File: src/rtl/mult_norm_round.sv
// Post-multiply normalize/round stage: takes a 2*SW-bit significand product and an
// exponent sum, normalizes by 0/1 bit, rounds to nearest-even, and classifies the result.
module mult_norm_round #(
  parameter int SW = 24,
  parameter int EW = 8
) (
  input  logic              clk,
  input  logic              rst,
  input  logic              start_i,
  input  logic              ack_i,
  input  logic [2*SW-1:0]   sgf_prod_i,
  input  logic [EW+1:0]     exp_i,
  output logic [SW-2:0]     sgf_o,
  output logic [EW-1:0]     exp_o,
  output logic              overflow_o,
  output logic              underflow_o,
  output logic              busy_o,
  output logic              ready_o,
  output logic [1:0]        state_o
);

  localparam logic [1:0] IDLE  = 2'd0;
  localparam logic [1:0] NORM  = 2'd1;
  localparam logic [1:0] ROUND = 2'd2;
  localparam logic [1:0] DONE  = 2'd3;

  localparam logic signed [EW+1:0] ONE     = (EW+2)'(1);
  localparam logic signed [EW+1:0] ZERO    = '0;
  localparam logic signed [EW+1:0] EXP_MAX = (EW+2)'((1 << EW) - 1);

  // Handshake: start_i is a one-cycle strobe honoured only in IDLE; ready_o is high
  // only in DONE and the result is held until ack_i is sampled there.
  logic [1:0]             state;
  logic [2*SW-1:0]        p;
  logic signed [EW+1:0]   e;
  logic [SW-1:0]          m;
  logic                   g;
  logic                   s;
  logic                   z;

  logic                   inc;
  logic [SW:0]            sum;
  logic signed [EW+1:0]   e_rnd;
  logic [SW-2:0]          frac;

  // Carry out of the rounding add means the significand became 2.0: fraction is zero.
  always_comb begin
    inc   = g & (s | m[0]);
    sum   = {1'b0, m} + {{SW{1'b0}}, inc};
    e_rnd = sum[SW] ? (e + ONE) : e;
    frac  = sum[SW] ? '0 : sum[SW-2:0];
  end

  always_ff @(posedge clk or posedge rst) begin
    if (rst) begin
      state       <= IDLE;
      p           <= '0;
      e           <= '0;
      m           <= '0;
      g           <= 1'b0;
      s           <= 1'b0;
      z           <= 1'b0;
      sgf_o       <= '0;
      exp_o       <= '0;
      overflow_o  <= 1'b0;
      underflow_o <= 1'b0;
    end else begin
      case (state)
        IDLE: begin
          if (start_i) begin
            p     <= sgf_prod_i;
            e     <= $signed(exp_i);
            state <= NORM;
          end
        end
        NORM: begin
          if (p[2*SW-1]) begin
            m <= p[2*SW-1:SW];
            g <= p[SW-1];
            s <= |p[SW-2:0];
            e <= e + ONE;
          end else begin
            m <= p[2*SW-2:SW-1];
            g <= p[SW-2];
            s <= |p[SW-3:0];
          end
          z     <= (p == '0);
          state <= ROUND;
        end
        ROUND: begin
          if (z) begin
            sgf_o       <= '0;
            exp_o       <= '0;
            overflow_o  <= 1'b0;
            underflow_o <= 1'b0;
          end else if (e_rnd >= EXP_MAX) begin
            sgf_o       <= '0;
            exp_o       <= '1;
            overflow_o  <= 1'b1;
            underflow_o <= 1'b0;
          end else if (e_rnd <= ZERO) begin
            sgf_o       <= '0;
            exp_o       <= '0;
            overflow_o  <= 1'b0;
            underflow_o <= 1'b1;
          end else begin
            sgf_o       <= frac;
            exp_o       <= e_rnd[EW-1:0];
            overflow_o  <= 1'b0;
            underflow_o <= 1'b0;
          end
          state <= DONE;
        end
        DONE: begin
          if (ack_i) state <= IDLE;
        end
        default: state <= IDLE;
      endcase
    end
  end

  assign busy_o  = (state != IDLE);
  assign ready_o = (state == DONE);
  assign state_o = state;

endmodule

File: config.mk
export PLATFORM = sky130hd
export DESIGN_NAME = mult_norm_round
export DESIGN_NICKNAME = d
export VERILOG_FILES = /design/src/rtl/mult_norm_round.sv
export SDC_FILE = /design/constraint.sdc
export NUM_CORES = 1
export LEC_CHECK = 0
export BUFFER_PORTS_ARGS = -buffer_cell sky130_fd_sc_hd__buf_2
export CAP_MARGIN = 10
export CORE_MARGIN = 1
export CORE_UTILIZATION = 34
export CTS_BUF_LIST = sky130_fd_sc_hd__clkbuf_16
export CTS_CLUSTER_SIZE = 24
export DETAILED_ROUTE_END_ITERATION = 10
export GPL_ROUTABILITY_DRIVEN = 1
export SLEW_MARGIN = 20
export SYNTH_ARGS = -nofsm -noshare
export SYNTH_HDL_FRONTEND = slang
export SYNTH_SLANG_ARGS = --single-unit
File: constraint.sdc
create_clock -name clk -period 9.5 [get_ports clk]
set_input_delay 0 -clock clk [delete_from_list [all_inputs] [get_ports clk]]
set_output_delay 0 -clock clk [all_outputs]
set_load 0.005 [all_outputs]
==> flow_results.org, run 1 <==
** Floorplanning
- After floorplanning, the core was divided into 47 placement rows.
- DIE HEIGHT :: 133 um
- The initial utilization of the core area, before any placement, comes to 35.0%.
- Area of the die :: 0.0177 mm^2
- The floorplan step defined a core boundary enclosing 0.0167 mm^2.
- Horizontal extent of the die :: 133 um
- I/O pin count :: 99

** Global route
- After global routing the overflow that remains totals 0.
- Global-route usage over all layers :: 17.2%
- Initial antenna violation count :: 0
- Vias in the first global route :: 4750
- First-pass GRT wire length :: approximately 24000 um
- Entering global routing, the biggest net connects 73 pins.

** Synth
- The number of different library cells used by synthesis comes to 47.
- The most used flip-flop cell after synthesis is sky130_fd_sc_hd__dfrtp_1.
- Average footprint of a synthesized cell :: 10.9 um^2
- The share of synthesized area in the top cell type comes to 51.4%.
- Yosys synthesis warning count :: 0
- In the synthesized netlist, the cells that appear most often are sky130_fd_sc_hd__dfrtp_1, sky130_fd_sc_hd__mux2_2, sky130_fd_sc_hd__nor2_1.
- Yosys mapped a number of flops with a built-in enable equal to 0.
- The biggest area contributor in the post-synthesis netlist is sky130_fd_sc_hd__dfrtp_1.
- Flip-flop and latch count after synthesis :: 120
- Share of synthesized area occupied by flip-flops and latches :: 51.4%
- Dominant cell by count in the synthesized netlist :: sky130_fd_sc_hd__dfrtp_1
- Synthesized Nets :: 607
- Synth Cell Area :: slightly below 0.006 mm^2
- In the synthesized netlist the async set-or-reset flop fraction comes to 100%.
- Largest cells by area after synthesis :: sky130_fd_sc_hd__dfrtp_1, sky130_fd_sc_hd__mux2_2, sky130_fd_sc_hd__mux2i_1
- Post-synthesis cell count :: 537

** STA
- The final number of max-transition violations is 0.
- Setup violations remaining at the end of the flow were counted as 0.
- In this run the tightest slew margin relative to its limit is between 40% and 50%.
- In the final timing run, aggregate negative setup slack is 0 ns.
- Static timing analysis puts the maximum clock frequency at 0.283 GHz.
- Post-Route Skew :: 0.00657 ns
- Post-route fraction of the period consumed by the critical path :: 37.1%
- Slew at the pin with the worst max-slew slack :: 0.889 ns
- The final number of hold-violating endpoints is 0.
- Setup repair after global routing left no endpoint under its margin.
- Final Critical Period :: 3.53 ns

** Clock tree
- Post-CTS timing repair inserted 0 buffers for setup.
- H-tree Lvls :: 4
- Clk_lat worst skew :: 0.41 ns
- Counting every sink on the clock net gives 120.
- CTS tree :: yes
- Counting the buffers created by CTS gives 17.
- CTS Root Cell :: sky130_fd_sc_hd__clkbuf_16
- After clock tree synthesis, the clock-pin slew on the worst setup and hold paths is 0.05 ns.
- Max Buffers Root-to-Sink :: 2

** Worst setup path
- Buffers & Inverters on Critical Path :: 0
- In this design, the critical path's most frequently occurring cell is sky130_fd_sc_hd__nand3_1.
- For this design, the slowest cell found on the critical path is sky130_fd_sc_hd__a2111o_1.
- The setup path with the least slack is of type flop to flop.
- On the worst path, the slowest cell contributes a delay of around 0.79 ns.
- Sort of element at the end of the critical path :: flop
- Walking the worst path, the cells encountered are o21a_1, ha_1, ha_1, nand3_1, nor3_1, nand3_1, xor2_1, nand3_1, a2111o_1, o2bb2ai_1.
- At the worst endpoint, the required time is slightly below 10 ns.
- Arrival @ worst endpoint :: 3.85 ns
- In this run the worst path has a maximum fanout of 22.
- The kind of cell with the highest combined delay along the critical path is simple AND/OR/NAND/NOR gates.
- Type of origin of the critical path :: flop

** Detailed routing
- Total DRC errors in the routed layout :: 0
- Vias per Instance :: 5.02
- Once detail routing completed, the nets flagged for antenna violations numbered 0.
- First-pass iteration count of the detailed router :: 5
- Total via count in the routed design :: approximately 4600
- Per-cell routed wire length :: 15.7 um
- For this block, the initial DRC count from the detailed router was 278.
- Wires add up to 14500 um.

** Cells and area
- The post-route netlist has 26.5% of its cells at a drive strength greater than 1.
- Antenna Diode Count :: 0
- Number of nets in the layout :: 756
- Final core area utilization :: 45.8%
- From synthesis to final layout, the design area changed by 31.0%.

** Power and ir drop
- Total power divided by cell area :: 332 mW/mm^2
- After layout, the design draws a total of 2540 uW.
- VDD IR max :: between 0.0001 and 0.00015 V
- Total leakage power :: approximately 0.0034 uW

** Placed design
- At the end of routability-driven placement, the weighted congestion stood at 0.863.
- Quantity of I/O buffers inserted on ports :: 98
- The HPWL after detailed placement is a little under 10000 um.

** Flow run
- Across the run, the number of max-cap violations was 0.

** Worst hold path
- Worst min-delay path category :: primary input to flop

** Status
- The run finished with clean final reports.
cell type report:
cell class | instances | area (um^2)
sequential | 120 | 3000
multi-input combinational | 368 | 2650
clock inverter | 14 | 116
inverter | 18 | 70.1
timing repair buffer | 161 | 1110
fill | 1579 | 9050
clock buffer | 17 | 425
tap | 220 | 275
report_power, final:
part	total, uW	internal (uW)	switching (uW)
Clock	596	375	220
Combinational	928	450	479
Sequential	1020	758	259
per-stage QoR:
stage | cells | area (um^2) | setup WS, ns | hold WS (ns)
floorplan | 537 | 5840 | 6.31 | 0.151
global placement | 827 | 6500 | 6.15 | 0.103
detailed placement | 827 | 6500 | 6.02 | 0.117
CTS | 918 | 7640 | 5.97 | 0.0876
global route | 918 | 7650 | 5.69 | 0.218
finish | 918 | 7650 | 5.97 | 0.148
registers in the layout (all words and copies together) (netlist names):
register	cells
overflow_o	1
e	10
exp_o	8
z	1
sgf_o	23
s	1
state_o	2
underflow_o	1
g	1
m	24
p	48
path summary, 6_finish.rpt:
path | from | to | slack [ns] | cells past startpoint
min reg2reg | sgf_o[0]$_DFFE_PP0P_ | sgf_o[0]$_DFFE_PP0P_ | 0.48 | 1
min | start_i | state_o[1]$_DFFE_PP0P_ | 0.15 | 4
max in group asynchronous | rst | exp_o[0]$_DFFE_PP0P_ | 7.97 | 4
max | m[0]$_DFFE_PP0P_ | sgf_o[5]$_DFFE_PP0P_ | 5.97 | 10
min in group asynchronous | rst | p[26]$_DFFE_PP0P_ | 0.20 | 3
max reg2reg | m[0]$_DFFE_PP0P_ | sgf_o[5]$_DFFE_PP0P_ | 5.97 | 10
cell usage in the layout (no fill, tap or decap), drive strengths merged, types with 19 or more instances in the layout:
master | synthesis | final
dlygate4sd3 | 0 | 60
nand3 | 23 | 23
buf | 13 | 101
nand2 | 25 | 25
a21oi | 38 | 38
o2bb2ai | 22 | 22
xor2 | 19 | 19
inv | 18 | 19
dfrtp | 120 | 120
mux2i | 29 | 29
mux2 | 49 | 49
nor2 | 44 | 44
tightest hold or removal path, cell delays in order:
cell and delay (ns):
sky130_fd_sc_hd__buf_2 0.11, sky130_fd_sc_hd__nor2_1 0.07, sky130_fd_sc_hd__a21oi_1 0.23, sky130_fd_sc_hd__o21ai_0 0.10
cells by family after synthesis:
kind of cell	count (synthesis)	synth area share, %
simple gates	145	12.5
flops	120	51.4
compound gates	105	11.7
mux	78	14.4
buf+inv	49	3.49
xor+xnor	32	4.80
fa+ha+maj	8	1.71
per-layer routing:
| metal | wire, um | vias up | track usage (%) |
|---|---|---|---|
| li1 | - | 2267 | - |
| met1 | 6650 | 2200 | 22.1 |
| met2 | 6850 | 113 | 27.5 |
| met3 | 599 | 27 | 4.11 |
| met4 | 360 | 0 | 7.89 |
| met5 | 0 | - | 0 |
timing repair:
action	CTS	global route
hold buffers	60	0
hold endpoints to repair	108	0
gates resized for setup	0	0
Power figures use the tool's default switching activity.
==> run 2: changes to the inputs <==
==> constraint.sdc (replaced) <==
create_clock -name clk -period 3.5 [get_ports clk]
set_input_delay 0 -clock clk [delete_from_list [all_inputs] [get_ports clk]]
set_output_delay 0 -clock clk [all_outputs]
set_load 0.005 [all_outputs]
==> run 2 against run 1 <==
  * Via count grew 0.89%
  * Worst setup slack lost 5.6 ns
  * Largest power group unchanged
  * Flip-flop and latch count is the same
  * Clock skew shrank 0.00079 ns
  * First-iteration DRC count shrank 7.9%
  * Fmax grew 13%
  * Sequential share of layout area shrank 0.31 points
==> flow_results.org, run 2 (synthesized netlist as in run 1, its figures left out) <==
** Cells and area
- In the final layout, the registers with the most flip-flops are p: 48 flops, m: 24 flops, sgf_o: 23 flops.
- The library cells used most frequently in the layout, excluding fill and tap cells, are sky130_fd_sc_hd__dfrtp_1, sky130_fd_sc_hd__buf_2, sky130_fd_sc_hd__dlygate4sd3_1.
- The total inserted antenna cells came to 0 (unchanged).
- Biggest register :: p
- The final net count is 764 (+1.1%).
- From synthesis to final layout, the design area changed by 32.0%.
- Max reg flops :: 48 (unchanged)
- Leaving out fill and tap cells, the most frequent cell in the layout is sky130_fd_sc_hd__dfrtp_1.
- Fill cell count :: 1575 (-0.25%)
- Fraction of layout cells with a size suffix above 1 :: 27.4% (+0.94 points)
- The final design utilization came to 46.2% (+0.36 points).

** Global route
- The number of antenna violations at the first check in global routing is 0 (unchanged).
- The number of global-route vias before repair was 4740 (-0.21%).
- The first-pass GRT wire length is 24300 um (+1.4%).
- Total gr overflow :: 0 (unchanged)
- The global-route usage over all layers is 17.5% (+0.23 points).
- Pin count of the biggest net entering global routing :: 77 (+5.5%)

** STA
- Final Critical Period :: 3.12 ns (-0.405 ns)
- The final number of max-transition violations was 0 (unchanged).
- Worst hold slack across all endpoints :: 0.0225 ns (-0.125 ns)
- Fmax :: 0.320 GHz (+13%)
- The final number of hold-violating endpoints is 0 (unchanged).
- The final-report setup violation count came to 0 (unchanged).
- Setup tns final :: 0 ns (unchanged)
- Slew at the pin with the worst max-slew slack :: 0.946 ns (+0.0575 ns)
- Headroom to the max-slew limit :: 36.9% (-3.8 points)
- The final cycle utilization of the critical path is 89.2% (+52 points).
- RSZ-0062 raised after global routing :: no
- The maximum clock skew at final layout came to 0.00578 ns (-0.000791 ns).

** Clock tree
- Clk_lat worst skew :: 0.41 ns (about the same)
- The setup fix buffers added after clock tree synthesis came to 0 (unchanged).
- Max Buffers Root-to-Sink :: 2 (unchanged)
- TritonCTS built the clock tree.
- CTS Root Cell :: sky130_fd_sc_hd__clkbuf_16
- CTS clock-pin slew for the worst setup and hold paths :: 0.05 ns (about the same)
- Clock sink count :: 120 (unchanged)
- The maximum level of the CTS H-tree was 4 (unchanged).
- The clock buffer count from CTS came to 17 (unchanged).

** Worst hold path
- Worst hold start :: ack_i
- Worst min-delay path category :: primary input to flop

** Detailed routing
- The post-detailed-route count of antenna-violating nets came to 0 (unchanged).
- The average wire length per cell after detail routing came to 15.7 um (-0.62%).
- Total via count in the routed design :: 4648 (+0.89%)
- The number of DRC violations after detailed routing came to 0 (unchanged).
- The vias per cell was 5.01 (about the same).
- The number of design-rule violations left by the first detailed-router iteration came to 256 (-7.9%).
- The aggregate routed wire length came to 14500 um (+0.35%).
- The first-pass detailed-route iteration total is 5 (unchanged).

** Floorplanning
- Std-Cell Rows :: 47 (unchanged)
- The die width is 133 um (unchanged).
- The starting utilization of the core area came to 35.0% (unchanged).
- The number of top-level pins came to 99 (unchanged).
- The area of the die is 0.0177 mm^2 (unchanged).
- The core footprint came to 0.0167 mm^2 (unchanged).
- DIE HEIGHT :: 133 um (unchanged)

** Placed design
- Quantity of I/O buffers inserted on ports :: 98 (unchanged)
- The final weighted congestion in routability-driven placement is 0.869 (+0.68%).
- Half-perimeter wire length of the detailed placement result :: 9970 um (+1.5%)

** Worst setup path
- Worst setup path class :: flop to flop
- Largest fanout of any net on the critical path :: 22 (unchanged)
- Longest individual stage delay on the worst path :: 0.66 ns (-0.13 ns)
- The startpoint identified for the worst register-to-register timing path is m[0]$_DFFE_PP0P_.
- In this design, the critical path's most frequently occurring cell is sky130_fd_sc_hd__ha_1.
- Sort of element at the end of the critical path :: flop
- Data required time of the critical path :: 3.83 ns (-6.00 ns)
- STA classifies the critical path startpoint as a flop.
- Critical-path cell with the highest stage delay :: sky130_fd_sc_hd__a2111o_2
- Cell chain of the critical path :: o21a_1, ha_1, ha_1, nand3_1, or3_1, nor2_2, nor3_1, o221a_2, a2111o_2, o2bb2ai_1
- Arrival @ worst endpoint :: 3.45 ns (-0.40 ns)
- CP startpoint :: m[0]$_DFFE_PP0P_

** Power and ir drop
- The worst supply voltage drop on vdd is 0.000355 V (+160%).
- Total leakage power :: 0.00341 uW (+1.5%)
- Total power draw :: 6940 uW (+170%)
- Total power divided by cell area :: 900 mW/mm^2 (+170%)

** Status
- The flow ran to the end, and the final reports show no timing, DRC or antenna violations.

** Flow run
- The count of maximum capacitance violations is 0 (unchanged).
-- run 2: changes by cell type in the layout (fill, tap and decap cells not counted) --
cell	change
sky130_fd_sc_hd__inv_1	+2
sky130_fd_sc_hd__nor2_1	+1
sky130_fd_sc_hd__a2111o_1	-1
sky130_fd_sc_hd__buf_4	+9
sky130_fd_sc_hd__nor2_2	-1
sky130_fd_sc_hd__dlygate4sd3_1	-1
sky130_fd_sc_hd__a2111o_2	+1
sky130_fd_sc_hd__clkinv_1	-1
-- run 2: repair_timing --
| item | CTS | global route |
|---|---|---|
| hold buffers | 59 | 0 |
| setup endpoints to repair | 0 | 20 |
| endpoints found under the hold margin | 132 | 0 |
| resized for setup | 0 | 1 |
-- run 2: per-stage QoR --
stage,setup WS [ns],instance area [um^2],instances
2_1_floorplan,0.314,5840,537
3_3_place_gp,0.315,6570,836
3_5_place_dp,0.182,6570,836
4_1_cts,0.175,7710,927
5_1_grt,0.169,7710,927
6_report,0.377,7710,927
-- run 2: cell type report --
| class | count | area [um^2] | area share, % |
|---|---|---|---|
| clock buffers | 17 | 425 | 5.52 |
| clock inverters | 15 | 120 | 1.56 |
| inverters | 18 | 70.1 | 0.909 |
| multi-input cells | 368 | 2650 | 34.3 |
| flip-flops and latches | 120 | 3000 | 38.9 |
| well taps | 220 | 275 | 3.57 |
| repair buffers | 169 | 1170 | 15.2 |
-- run 2: layer usage --
| layer | part of all wire (%) | routed length [um] | GRT usage (%) | vias up |
|---|---|---|---|---|
| li1 | - | - | - | 2267 |
| met1 | 47 | 6860 | 23.2 | 2217 |
| met2 | 47 | 6770 | 27.1 | 134 |
| met3 | 3.9 | 560 | 4.72 | 30 |
| met4 | 2.2 | 314 | 6.76 | 0 |
| met5 | 0 | 0 | 0 | - |
-- run 2: worst max-delay path, delay by kind of cell (launching register included) --
kind / cells / cell delay, ns
compound gates: 4 / 1.29
fa+ha+maj: 2 / 0.37
flops: 1 / 0.37
simple gates: 4 / 1.01
-- run 2: path summary, 6_finish.rpt --
path,to,slack (ns),cells after the start
setup / recovery,sgf_o[10]$_DFFE_PP0P_,0.38,10
hold / removal,state_o[0]$_DFFE_PP0P_,0.02,4
setup reg to reg,sgf_o[10]$_DFFE_PP0P_,0.38,10
hold reg to reg,sgf_o[8]$_DFFE_PP0P_,0.48,1
max in group asynchronous,sgf_o[12]$_DFFE_PP0P_,2.26,4
min in group asynchronous,p[34]$_DFFE_PP0P_,0.35,3
-- run 2: power by group --
part	internal (uW)	total (uW)	leakage (uW)	switching [uW]
sequential	2060	2780	0.00144	717
combinational	1250	2560	0.00169	1310
clock	1020	1610	0.000282	586
